File: src/rtl/segasys1_pkg.sv
// Shared constants and types for the Sega System 1 sound-command receiver.
package segasys1_pkg;

  localparam int unsigned CMD_W = 8;
  localparam int unsigned LVL_W = 5;

  // NMI sequencer state encoding
  localparam logic [1:0] NMI_IDLE   = 2'd0;
  localparam logic [1:0] NMI_ASSERT = 2'd1;
  localparam logic [1:0] NMI_WAIT   = 2'd2;
  localparam logic [1:0] NMI_REARM  = 2'd3;

  typedef enum logic [1:0] {
    StIdle   = NMI_IDLE,
    StAssert = NMI_ASSERT,
    StWait   = NMI_WAIT,
    StRearm  = NMI_REARM
  } nmi_state_e;

endpackage

File: src/rtl/segasys1_cmdfifo.sv
// Small command FIFO: push/pop, overwrite-newest when full, occupancy and sticky overflow.
module segasys1_cmdfifo
  import segasys1_pkg::*;
#(
  parameter int unsigned DEPTH = 4
) (
  input  logic             clk_i,
  input  logic             rst_i,
  input  logic             push_i,
  input  logic [CMD_W-1:0] wdata_i,
  input  logic             pop_i,
  output logic [CMD_W-1:0] head_o,
  output logic [LVL_W-1:0] level_o,
  output logic             pend_o,
  output logic             ovf_o
);

  // DEPTH=1 still needs a 1-bit pointer; it simply never leaves zero.
  localparam int unsigned PtrW = (DEPTH > 1) ? $clog2(DEPTH) : 1;
  localparam logic [PtrW-1:0] PtrMax = PtrW'(DEPTH - 1);

  logic [CMD_W-1:0] mem_q [DEPTH];
  logic [CMD_W-1:0] mem_d [DEPTH];
  logic [PtrW-1:0]  wr_ptr_q, wr_ptr_d;
  logic [PtrW-1:0]  rd_ptr_q, rd_ptr_d;
  logic [LVL_W-1:0] level_q, level_d;
  logic             ovf_q, ovf_d;

  logic full;
  logic pend;
  logic pop_ok;
  logic overwrite;
  logic push_ok;

  function automatic logic [PtrW-1:0] ptr_inc(input logic [PtrW-1:0] p);
    return (p == PtrMax) ? '0 : p + PtrW'(1);
  endfunction

  function automatic logic [PtrW-1:0] ptr_dec(input logic [PtrW-1:0] p);
    return (p == '0) ? PtrMax : p - PtrW'(1);
  endfunction

  assign full      = (level_q == LVL_W'(DEPTH));
  assign pend      = (level_q != '0);
  assign pop_ok    = pop_i & pend;
  // A simultaneous pop frees a slot, so only an unaccompanied push into a full FIFO overwrites.
  assign overwrite = push_i & full & ~pop_ok;
  assign push_ok   = push_i & ~overwrite;

  // Next-state: memory write, pointer advance, occupancy and overflow.
  always_comb begin
    mem_d    = mem_q;
    wr_ptr_d = wr_ptr_q;
    rd_ptr_d = rd_ptr_q;
    level_d  = level_q;
    ovf_d    = ovf_q;

    if (overwrite) begin
      mem_d[ptr_dec(wr_ptr_q)] = wdata_i;
      ovf_d = 1'b1;
    end else if (push_i) begin
      mem_d[wr_ptr_q] = wdata_i;
      wr_ptr_d = ptr_inc(wr_ptr_q);
    end

    if (pop_ok) begin
      rd_ptr_d = ptr_inc(rd_ptr_q);
    end

    case ({push_ok, pop_ok})
      2'b10:   level_d = level_q + LVL_W'(1);
      2'b01:   level_d = level_q - LVL_W'(1);
      default: level_d = level_q;
    endcase
  end

  // FIFO state registers with synchronous reset.
  always_ff @(posedge clk_i) begin
    if (rst_i) begin
      mem_q    <= '{default: '0};
      wr_ptr_q <= '0;
      rd_ptr_q <= '0;
      level_q  <= '0;
      ovf_q    <= 1'b0;
    end else begin
      mem_q    <= mem_d;
      wr_ptr_q <= wr_ptr_d;
      rd_ptr_q <= rd_ptr_d;
      level_q  <= level_d;
      ovf_q    <= ovf_d;
    end
  end

  assign head_o  = mem_q[rd_ptr_q];
  assign level_o = level_q;
  assign pend_o  = pend;
  assign ovf_o   = ovf_q;

endmodule

File: src/rtl/segasys1_sndcmd_rx.sv
// Sound-side command receiver: SNDRQ edge capture into a FIFO, Z80 latch port and NMI sequencer.
module segasys1_sndcmd_rx
  import segasys1_pkg::*;
#(
  parameter int unsigned DEPTH   = 4,
  parameter int unsigned NMI_LEN = 4
) (
  input  logic             CLK48M,
  input  logic             RESET,
  input  logic             SNDRQ,
  input  logic [CMD_W-1:0] SNDNO,
  input  logic             SCPU_CE,
  input  logic             SCPU_RD,
  output logic [CMD_W-1:0] SCPU_DO,
  output logic             SCPU_NMI_N,
  output logic             PEND,
  output logic [LVL_W-1:0] LEVEL,
  output logic             OVF
);

  logic             rq_q;
  logic [CMD_W-1:0] do_q, do_d;
  nmi_state_e       state_q, state_d;
  logic [3:0]       cnt_q, cnt_d;
  logic             popped_q, popped_d;
  logic             nmi_n_q, nmi_n_d;

  logic             push;
  logic             pop;
  logic             pend;
  logic [CMD_W-1:0] head;

  assign push = SNDRQ & ~rq_q;
  assign pop  = SCPU_RD & pend;

  segasys1_cmdfifo #(
    .DEPTH (DEPTH)
  ) u_fifo (
    .clk_i   (CLK48M),
    .rst_i   (RESET),
    .push_i  (push),
    .wdata_i (SNDNO),
    .pop_i   (pop),
    .head_o  (head),
    .level_o (LEVEL),
    .pend_o  (pend),
    .ovf_o   (OVF)
  );

  // Latch port follows the FIFO head while anything is pending, otherwise holds the last byte.
  always_comb begin
    do_d = pend ? head : do_q;
  end

  // NMI sequencer next-state; one fixed-length low pulse per byte handed to the Z80.
  always_comb begin
    state_d  = state_q;
    cnt_d    = cnt_q;
    popped_d = popped_q;
    nmi_n_d  = nmi_n_q;

    case (state_q)
      StIdle: begin
        if (SCPU_CE && pend) begin
          state_d  = StAssert;
          cnt_d    = 4'(NMI_LEN);
          popped_d = 1'b0;
          nmi_n_d  = 1'b0;
        end
      end
      StAssert: begin
        // An early read is remembered so the WAIT handshake is skipped.
        if (pop) begin
          popped_d = 1'b1;
        end
        if (SCPU_CE) begin
          if (cnt_q == 4'd1) begin
            state_d = (popped_q || pop) ? StRearm : StWait;
            nmi_n_d = 1'b1;
          end else begin
            cnt_d = cnt_q - 4'd1;
          end
        end
      end
      StWait: begin
        if (pop) begin
          state_d = StRearm;
        end
      end
      StRearm: begin
        if (SCPU_CE) begin
          if (pend) begin
            state_d  = StAssert;
            cnt_d    = 4'(NMI_LEN);
            popped_d = 1'b0;
            nmi_n_d  = 1'b0;
          end else begin
            state_d = StIdle;
          end
        end
      end
      default: begin
        state_d = StIdle;
        nmi_n_d = 1'b1;
      end
    endcase
  end

  // Edge detector, latch register and NMI sequencer state.
  always_ff @(posedge CLK48M) begin
    if (RESET) begin
      rq_q     <= 1'b1;
      do_q     <= '0;
      state_q  <= StIdle;
      cnt_q    <= '0;
      popped_q <= 1'b0;
      nmi_n_q  <= 1'b1;
    end else begin
      rq_q     <= SNDRQ;
      do_q     <= do_d;
      state_q  <= state_d;
      cnt_q    <= cnt_d;
      popped_q <= popped_d;
      nmi_n_q  <= nmi_n_d;
    end
  end

  // Reset releases the NMI line in the same cycle rather than one clock later.
  assign SCPU_NMI_N = nmi_n_q | RESET;
  assign SCPU_DO    = do_q;
  assign PEND       = pend;

endmodule

File: config.mk
export PLATFORM = sky130hd
export DESIGN_NAME = segasys1_sndcmd_rx
export DESIGN_NICKNAME = d
export VERILOG_FILES = /design/src/rtl/segasys1_pkg.sv /design/src/rtl/segasys1_cmdfifo.sv /design/src/rtl/segasys1_sndcmd_rx.sv
export SDC_FILE = /design/constraint.sdc
export NUM_CORES = 1
export LEC_CHECK = 0
export CORE_MARGIN = 2
export CORE_UTILIZATION = 57
export DETAILED_ROUTE_END_ITERATION = 10
export GPL_TIMING_DRIVEN = 0
export PLACE_DENSITY_LB_ADDON = 0.12
export SYNTH_ARGS = -nofsm -noshare
export SYNTH_HDL_FRONTEND = slang
export SYNTH_HIERARCHICAL = 1
export SYNTH_SLANG_ARGS = --single-unit
File: constraint.sdc
create_clock -name CLK48M -period 5.3 [get_ports CLK48M]
set_clock_uncertainty 0.1 [all_clocks]
set_input_delay 1.59 -clock CLK48M [delete_from_list [all_inputs] [get_ports CLK48M]]
set_output_delay 1.59 -clock CLK48M [all_outputs]
set_load 0.02 [all_outputs]
==> summary.txt, run 1 <==
========================================================================================
Status                                                                      complete, no violations
Site Rows                                                                             26
Die Outline Area                                                                5907 µm²
Post-synth EDFFs                                                                       0
CP startpoint                                                                      RESET
Required arrival time at the worst endpoint                                      3.61 ns
Area growth syn-to-layout                                                         19.73%
Clock tree from TritonCTS                                                           done
Most used standard cells in the synthesized netlist                         dfxtp_1 (59), mux2i_1 (46), nand2b_1 (44)
Routed vias/inst                                                                   5.359
Main area contributors after synthesis                                      dfxtp_1 (39%), mux2i_1 (15%), nand2b_1 (9.1%)
CTS clock-pin slew for the worst setup and hold paths                            0.06 ns
Detailed-route via count                                                            2192
Worst Setup End Kind                                                        primary output
DRT Wirelength                                                                   5942 µm
Number of max-cap violations                                                           0
Startpoint of the worst-slack reg-to-reg timing path                        u_fifo/level_o[0]
Synth Instances                                                                      296
Max Fanout on Critical Path                                                            9
Transition time of the tightest slew-check pin                                 0.7437 ns
Post-route minimum period                                                       4.772 ns
Top cell type's share of synthesized area                                         0.3904
Power per cell area                                                         329.7 nW/µm²
Wire length of the first global-routing pass                                    10280 µm
Final instance area                                                             3622 µm²
Type of the worst setup path                                                primary input to primary output
Library cell occupying the most area in the post-synthesis netlist               dfxtp_1
Arrival time at the worst endpoint                                               3.08 ns
Clock network fraction of design power                                             0.400
Final Slew Violations                                                                  0
Standard cell area after detailed placement                                     3393 µm²
Number of buffers added on ports                                                      28
Post-route worst hold slack                                                    0.3730 ns
Final count of hold timing violations                                                  0
Number of design rule violations left after detail routing                             0
Cell with the most instances after synthesis                                     dfxtp_1
Buffers inserted during post-CTS setup optimization                                    0
Worst-case clock buffer depth                                                          2
Sum of net half-perimeters after detailed placement                              4131 µm
Portion of total power attributed to combinational logic                           0.196
Kind of path behind the tightest hold check                                 flip-flop to flip-flop
Register bit count reported by yosys                                                  59
Insertion delay of the later-clocked pin in the worst-skew pair                  0.33 ns
Wire length per cell after detailed routing                                     14.53 µm
Net count of the finished layout                                                     366
Post-synth ARST share                                                                  0
Pleak                                                                           1.571 nW
H-tree depth                                                                           3
Initial DRC Count                                                                     86
Synth Warn #                                                                           6
Average cell area after synthesis                                              10.22 µm²
Core region area                                                                5107 µm²
Beginning of the worst hold path                                            u_fifo/mem_q[2]
Initial antenna violation count                                                        0
Part of the Yosys area used for sequential elements                               0.3904
Quantity of gates resized following cts                                                0
Number of failing setup endpoints in the final timing report                           0
Fraction of power spent switching nets                                            0.2624
Total GRT Usage                                                                   0.2205
Hold buffer count at CTS                                                               0
Die Width                                                                       76.86 µm
Setup repair after global routing missed its margin                                false
Initial DRT Pass Iterations                                                            4
Worst setup path endpoint                                                     SCPU_NMI_N
Portion of the clock cycle consumed by the worst path in the final layout         0.9004
Tightest slew margin relative to the limit                                        0.5042
Total internal power                                                           0.8808 mW
Netlist cell types                                                                    45
Worst flop-to-flop path endpoint                                            u_fifo/level_o[4]
Via count of the first global-routing pass                                          2198
Sequential power share                                                             0.404
Nets in the synthesized netlist                                                      327
Top achievable clock speed                                                    0.2096 GHz
Antenna violation net count after detailed routing                                     0
Diode count                                                                            0
I/O pins                                                                              29
Die boundary height                                                             76.86 µm
Remaining global-route overflow                                                        0
Starting Density                                                                  0.5924
Largest net degree at the start of global routing                                     11
Max rail drop VDD                                                              0.2511 mV
Setup TNS                                                                           0 ns
Kind of launch point of the worst setup path                                primary input
Clock Sink Count                                                                      59
Fraction of layout cells with a size suffix above 1                               0.1209
Cts bufs inserted                                                                      9
Netlist area before placement                                                   3025 µm²
Routability-driven placement congestion ratio                                     0.7862
Switching power summed over all nets                                           0.3133 mW
Buffer type at the clock tree root                                              clkbuf_8
Most used flip-flop cell after synthesis                                         dfxtp_1
R2R cell count                                                                        13
Reg2Reg Setup Slack                                                              1.02 ns
Share of the core filled with cells in the final layout                           0.7092
========================================================================================
==> state kept, by name, indices dropped and copies added (netlist names), 2 cells and up <==
register / flops
SCPU_DO: 8
cnt_q: 4
state_q: 2
u_fifo/level_o: 5
u_fifo/mem_q: 32
u_fifo/rd_ptr_q: 2
u_fifo/wr_ptr_q: 2
==> worst min path at each step <==
stage	slack [ns]	endpoint	depth (start not counted)
floorplan	0.35	u_fifo/mem_q[0]	2
finish	0.37	u_fifo/mem_q[2]	2
global route	0.39	u_fifo/mem_q[2]	2
detailed placement	0.37	u_fifo/mem_q[2]	2
global placement	0.35	u_fifo/ovf_o	2
CTS	0.38	u_fifo/mem_q[2]	2
==> layer usage <==
layer	GRT usage	up-vias	wire length, µm
met5	0	-	0
met4	0.08000	0	58
met3	0.05294	7	223
met2	0.3447	37	2749
met1	0.2978	1045	2910
li1	-	1103	-
==> metrics by stage <==
step	setup slack, ns	std cells	power (mW)
2_1_floorplan	1.376	296	0.6672
3_3_place_gp	0.5428	394	0.7196
3_5_place_dp	0.5208	394	0.7258
4_1_cts	0.5285	409	1.207
5_1_grt	0.4843	409	1.252
6_report	0.5279	409	1.194
==> cell families (layout without fill, tap and decap cells) <==
family	count (synthesis)	count (layout)	share of synthesized area
AND/OR/NAND/NOR	105	105	0.1977
AO/OA/AOI/OAI	29	29	0.06659
flip-flops	59	59	0.3904
multiplexers	58	58	0.2279
adder cells (fa/ha/maj)	18	18	0.07692
buffers and inverters	25	68	0.03474
XOR/XNOR	2	2	0.005791
==> final cells by class <==
cell class | instances | area [µm²]
multi-input cells | 212 | 1739
fillers | 397 | 1485
flip-flops and latches | 59 | 1181
repair buffers | 28 | 280.3
clock buffers | 9 | 123.9
clock inverters | 6 | 105.1
well taps | 70 | 87.58
plain buffers | 15 | 67.56
inverters | 10 | 37.54
==> worst max-delay path, cell delays in order <==
cell             delay [ns]
clkdlybuf4s50_1        0.58
or2_2                  0.37
clkdlybuf4s50_1        0.54
==> power by group through the flow <==
| stage | registers (mW) | clock network, mW | logic, mW |
|---|---|---|---|
| after floorplan | 0.489 | 0 | 0.178 |
| after global placement | 0.491 | 0 | 0.229 |
| after detailed placement | 0.492 | 0 | 0.233 |
| after CTS | 0.483 | 0.488 | 0.236 |
| after global routing | 0.485 | 0.508 | 0.259 |
| final | 0.483 | 0.477 | 0.234 |
==> placed cells by master, fill, tap and decap left out, types with 2 or more instances in the layout <==
master	instances
nand3_1	3
clkinv_2	3
clkbuf_1	9
buf_1	2
nor3_1	2
or3_1	4
nand2_1	11
a21o_1	2
ha_1	17
mux2_2	2
nand2b_1	44
bufinv_16	3
inv_1	10
mux4_2	8
or2_2	3
nor2_1	25
a21oi_1	14
a211oi_1	2
o21ai_0	2
clkbuf_8	9
dfxtp_1	59
nor2b_1	4
clkdlybuf4s50_1	28
buf_2	3
mux2i_1	46
(Power assumes the default switching activity.)
==> inputs of run 2 (changes only) <==
CORE_UTILIZATION = 60   (was 57)
PLACE_DENSITY_LB_ADDON = 0.1   (was 0.12)
clock period = 5.8 ns   (was 5.3 ns; I/O delays follow)
==> summary.txt, run 2 (same netlist as run 1, synthesis figures left out) <==
========================================================================================
Fraction of layout cells with a size suffix above 1                               0.1209
Max Fanout on Critical Path                                                            9
Top achievable clock speed                                                    0.1973 GHz
Max FFs per register                                                                  32
Critical Path Most Common Cell                                              clkdlybuf4s50_1
Area growth syn-to-layout                                                         19.15%
Kind of path behind the tightest hold check                                 flip-flop to flip-flop
Number of fill cells in the layout                                                   372
Portion of the clock cycle consumed by the worst path in the final layout         0.8739
H-tree depth                                                                           3
Diode count                                                                            0
Leading cell types in the layout, fill and taps excluded                    dfxtp_1 (59), mux2i_1 (46), nand2b_1 (44)
Clock tree from TritonCTS                                                           done
Status                                                                      complete, no violations
Die boundary height                                                             75.01 µm
Portion of total power attributed to combinational logic                           0.202
Quantity of gates resized following cts                                                0
Die Width                                                                       75.01 µm
Number of design rule violations left after detail routing                             0
Hold buffer count at CTS                                                               0
Switching power summed over all nets                                           0.2880 mW
Sum of net half-perimeters after detailed placement                              4251 µm
Buffer type at the clock tree root                                              clkbuf_8
Cts bufs inserted                                                                      9
Starting Density                                                                  0.6322
Most common library cell in the layout ignoring fill and taps                    dfxtp_1
Required arrival time at the worst endpoint                                      3.96 ns
Insertion delay of the later-clocked pin in the worst-skew pair                  0.33 ns
I/O pins                                                                              29
Setup repair after global routing missed its margin                                false
Final Slew Violations                                                                  0
Clock network fraction of design power                                             0.384
Transition time of the tightest slew-check pin                                 0.7619 ns
Max rail drop VDD                                                              0.1633 mV
CP startpoint                                                                      RESET
Via count of the first global-routing pass                                          2208
Clock Sink Count                                                                      59
CTS clock-pin slew for the worst setup and hold paths                            0.06 ns
Remaining global-route overflow                                                        0
Tightest slew margin relative to the limit                                        0.4921
Ordered cell list for the critical path                                     clkdlybuf4s50_1 -> or2_2 -> clkdlybuf4s50_1
Setup TNS                                                                           0 ns
Number of buffers added on ports                                                      28
Power per cell area                                                         294.6 nW/µm²
Final count of hold timing violations                                                  0
Standard cell with the maximum stage delay on the critical path             clkdlybuf4s50_1
Routed vias/inst                                                                   5.419
Net count of the finished layout                                                     366
Worst-case clock buffer depth                                                          2
Number of max-cap violations                                                           0
Type of the worst setup path                                                primary input to primary output
Number of failing setup endpoints in the final timing report                           0
Largest register by flop count                                              u_fifo/mem_q
Total GRT Usage                                                                   0.2393
Fraction of power spent switching nets                                            0.2712
Standard cell area after detailed placement                                     3390 µm²
Wire length per cell after detailed routing                                     14.83 µm
Core region area                                                                4786 µm²
Routability-driven placement congestion ratio                                     0.8491
Die Outline Area                                                                5627 µm²
Final instance area                                                             3605 µm²
Sequential power share                                                             0.414
Reg2Reg Setup Slack                                                              1.56 ns
Kind of launch point of the worst setup path                                primary input
Antenna violation net count after detailed routing                                     0
Worst setup path endpoint                                                     SCPU_NMI_N
Worst path max stage delay                                                       0.57 ns
DRT Wirelength                                                                   6022 µm
Share of the core filled with cells in the final layout                           0.7532
Worst Setup End Kind                                                        primary output
Initial DRC Count                                                                     97
Post-route minimum period                                                       5.068 ns
Largest net degree at the start of global routing                                     11
Pleak                                                                           1.561 nW
Worst flop-to-flop path endpoint                                            u_fifo/level_o[4]
Arrival time at the worst endpoint                                               3.23 ns
R2R cell count                                                                        13
Buffers inserted during post-CTS setup optimization                                    0
Initial antenna violation count                                                        0
Initial DRT Pass Iterations                                                            4
Startpoint of the worst-slack reg-to-reg timing path                        u_fifo/level_o[0]
Wire length of the first global-routing pass                                    10010 µm
Site Rows                                                                             25
Detailed-route via count                                                            2200
Total internal power                                                           0.7740 mW
========================================================================================
run 2: worst max-delay path, delay by kind of cell:
kind	cells	cell delay, ns
buffers and inverters	2	1.11
AND/OR/NAND/NOR	1	0.37
run 2: how the worst min path moves through the flow:
stage | start | slack (ns) | cells after the start | endpoint
2_1_floorplan | u_fifo/mem_q[0] | 0.35 | 2 | u_fifo/mem_q[0]
6_report | u_fifo/ovf_o | 0.37 | 2 | u_fifo/ovf_o
3_5_place_dp | u_fifo/mem_q[13] | 0.36 | 2 | u_fifo/mem_q[13]
4_1_cts | u_fifo/ovf_o | 0.38 | 2 | u_fifo/ovf_o
3_3_place_gp | u_fifo/ovf_o | 0.35 | 2 | u_fifo/ovf_o
5_1_grt | u_fifo/mem_q[13] | 0.39 | 2 | u_fifo/mem_q[13]
run 2: final cells by class:
cell class / instances / area (µm²) / share of cell area
multi-input combinational: 212 / 1739 / 0.4825
sequential: 59 / 1181 / 0.3277
timing repair buffer: 28 / 280.3 / 0.07775
clock buffer: 10 / 137.6 / 0.03818
tap: 67 / 83.83 / 0.02326
clock inverter: 5 / 77.57 / 0.02152
buffer: 15 / 67.56 / 0.01874
inverter: 10 / 37.54 / 0.01041
run 2: layer usage:
metal,share of wire,GRT usage
met1,0.48,0.3130
met2,0.48,0.3821
met3,0.033,0.06292
met4,0.0070,0.08929
met5,0,0
run 2: per-stage QoR:
stage	worst slack, ns	total power [mW]	instances	hold WS, ns
3_3_place_gp	0.7520	0.6566	391	0.3526
4_1_cts	0.7368	1.069	406	0.3787
3_5_place_dp	0.7351	0.6618	391	0.3640
2_1_floorplan	1.727	0.6097	296	0.3492
5_1_grt	0.6511	1.111	406	0.3947
6_report	0.7316	1.062	406	0.3717
run 2: power by group through the flow:
stage / sequential, mW / clock, mW / combinational (mW)
2_1_floorplan: 0.447 / 0 / 0.163
3_3_place_gp: 0.448 / 0 / 0.208
3_5_place_dp: 0.449 / 0 / 0.213
4_1_cts: 0.440 / 0.414 / 0.214
5_1_grt: 0.443 / 0.432 / 0.236
6_report: 0.440 / 0.408 / 0.214
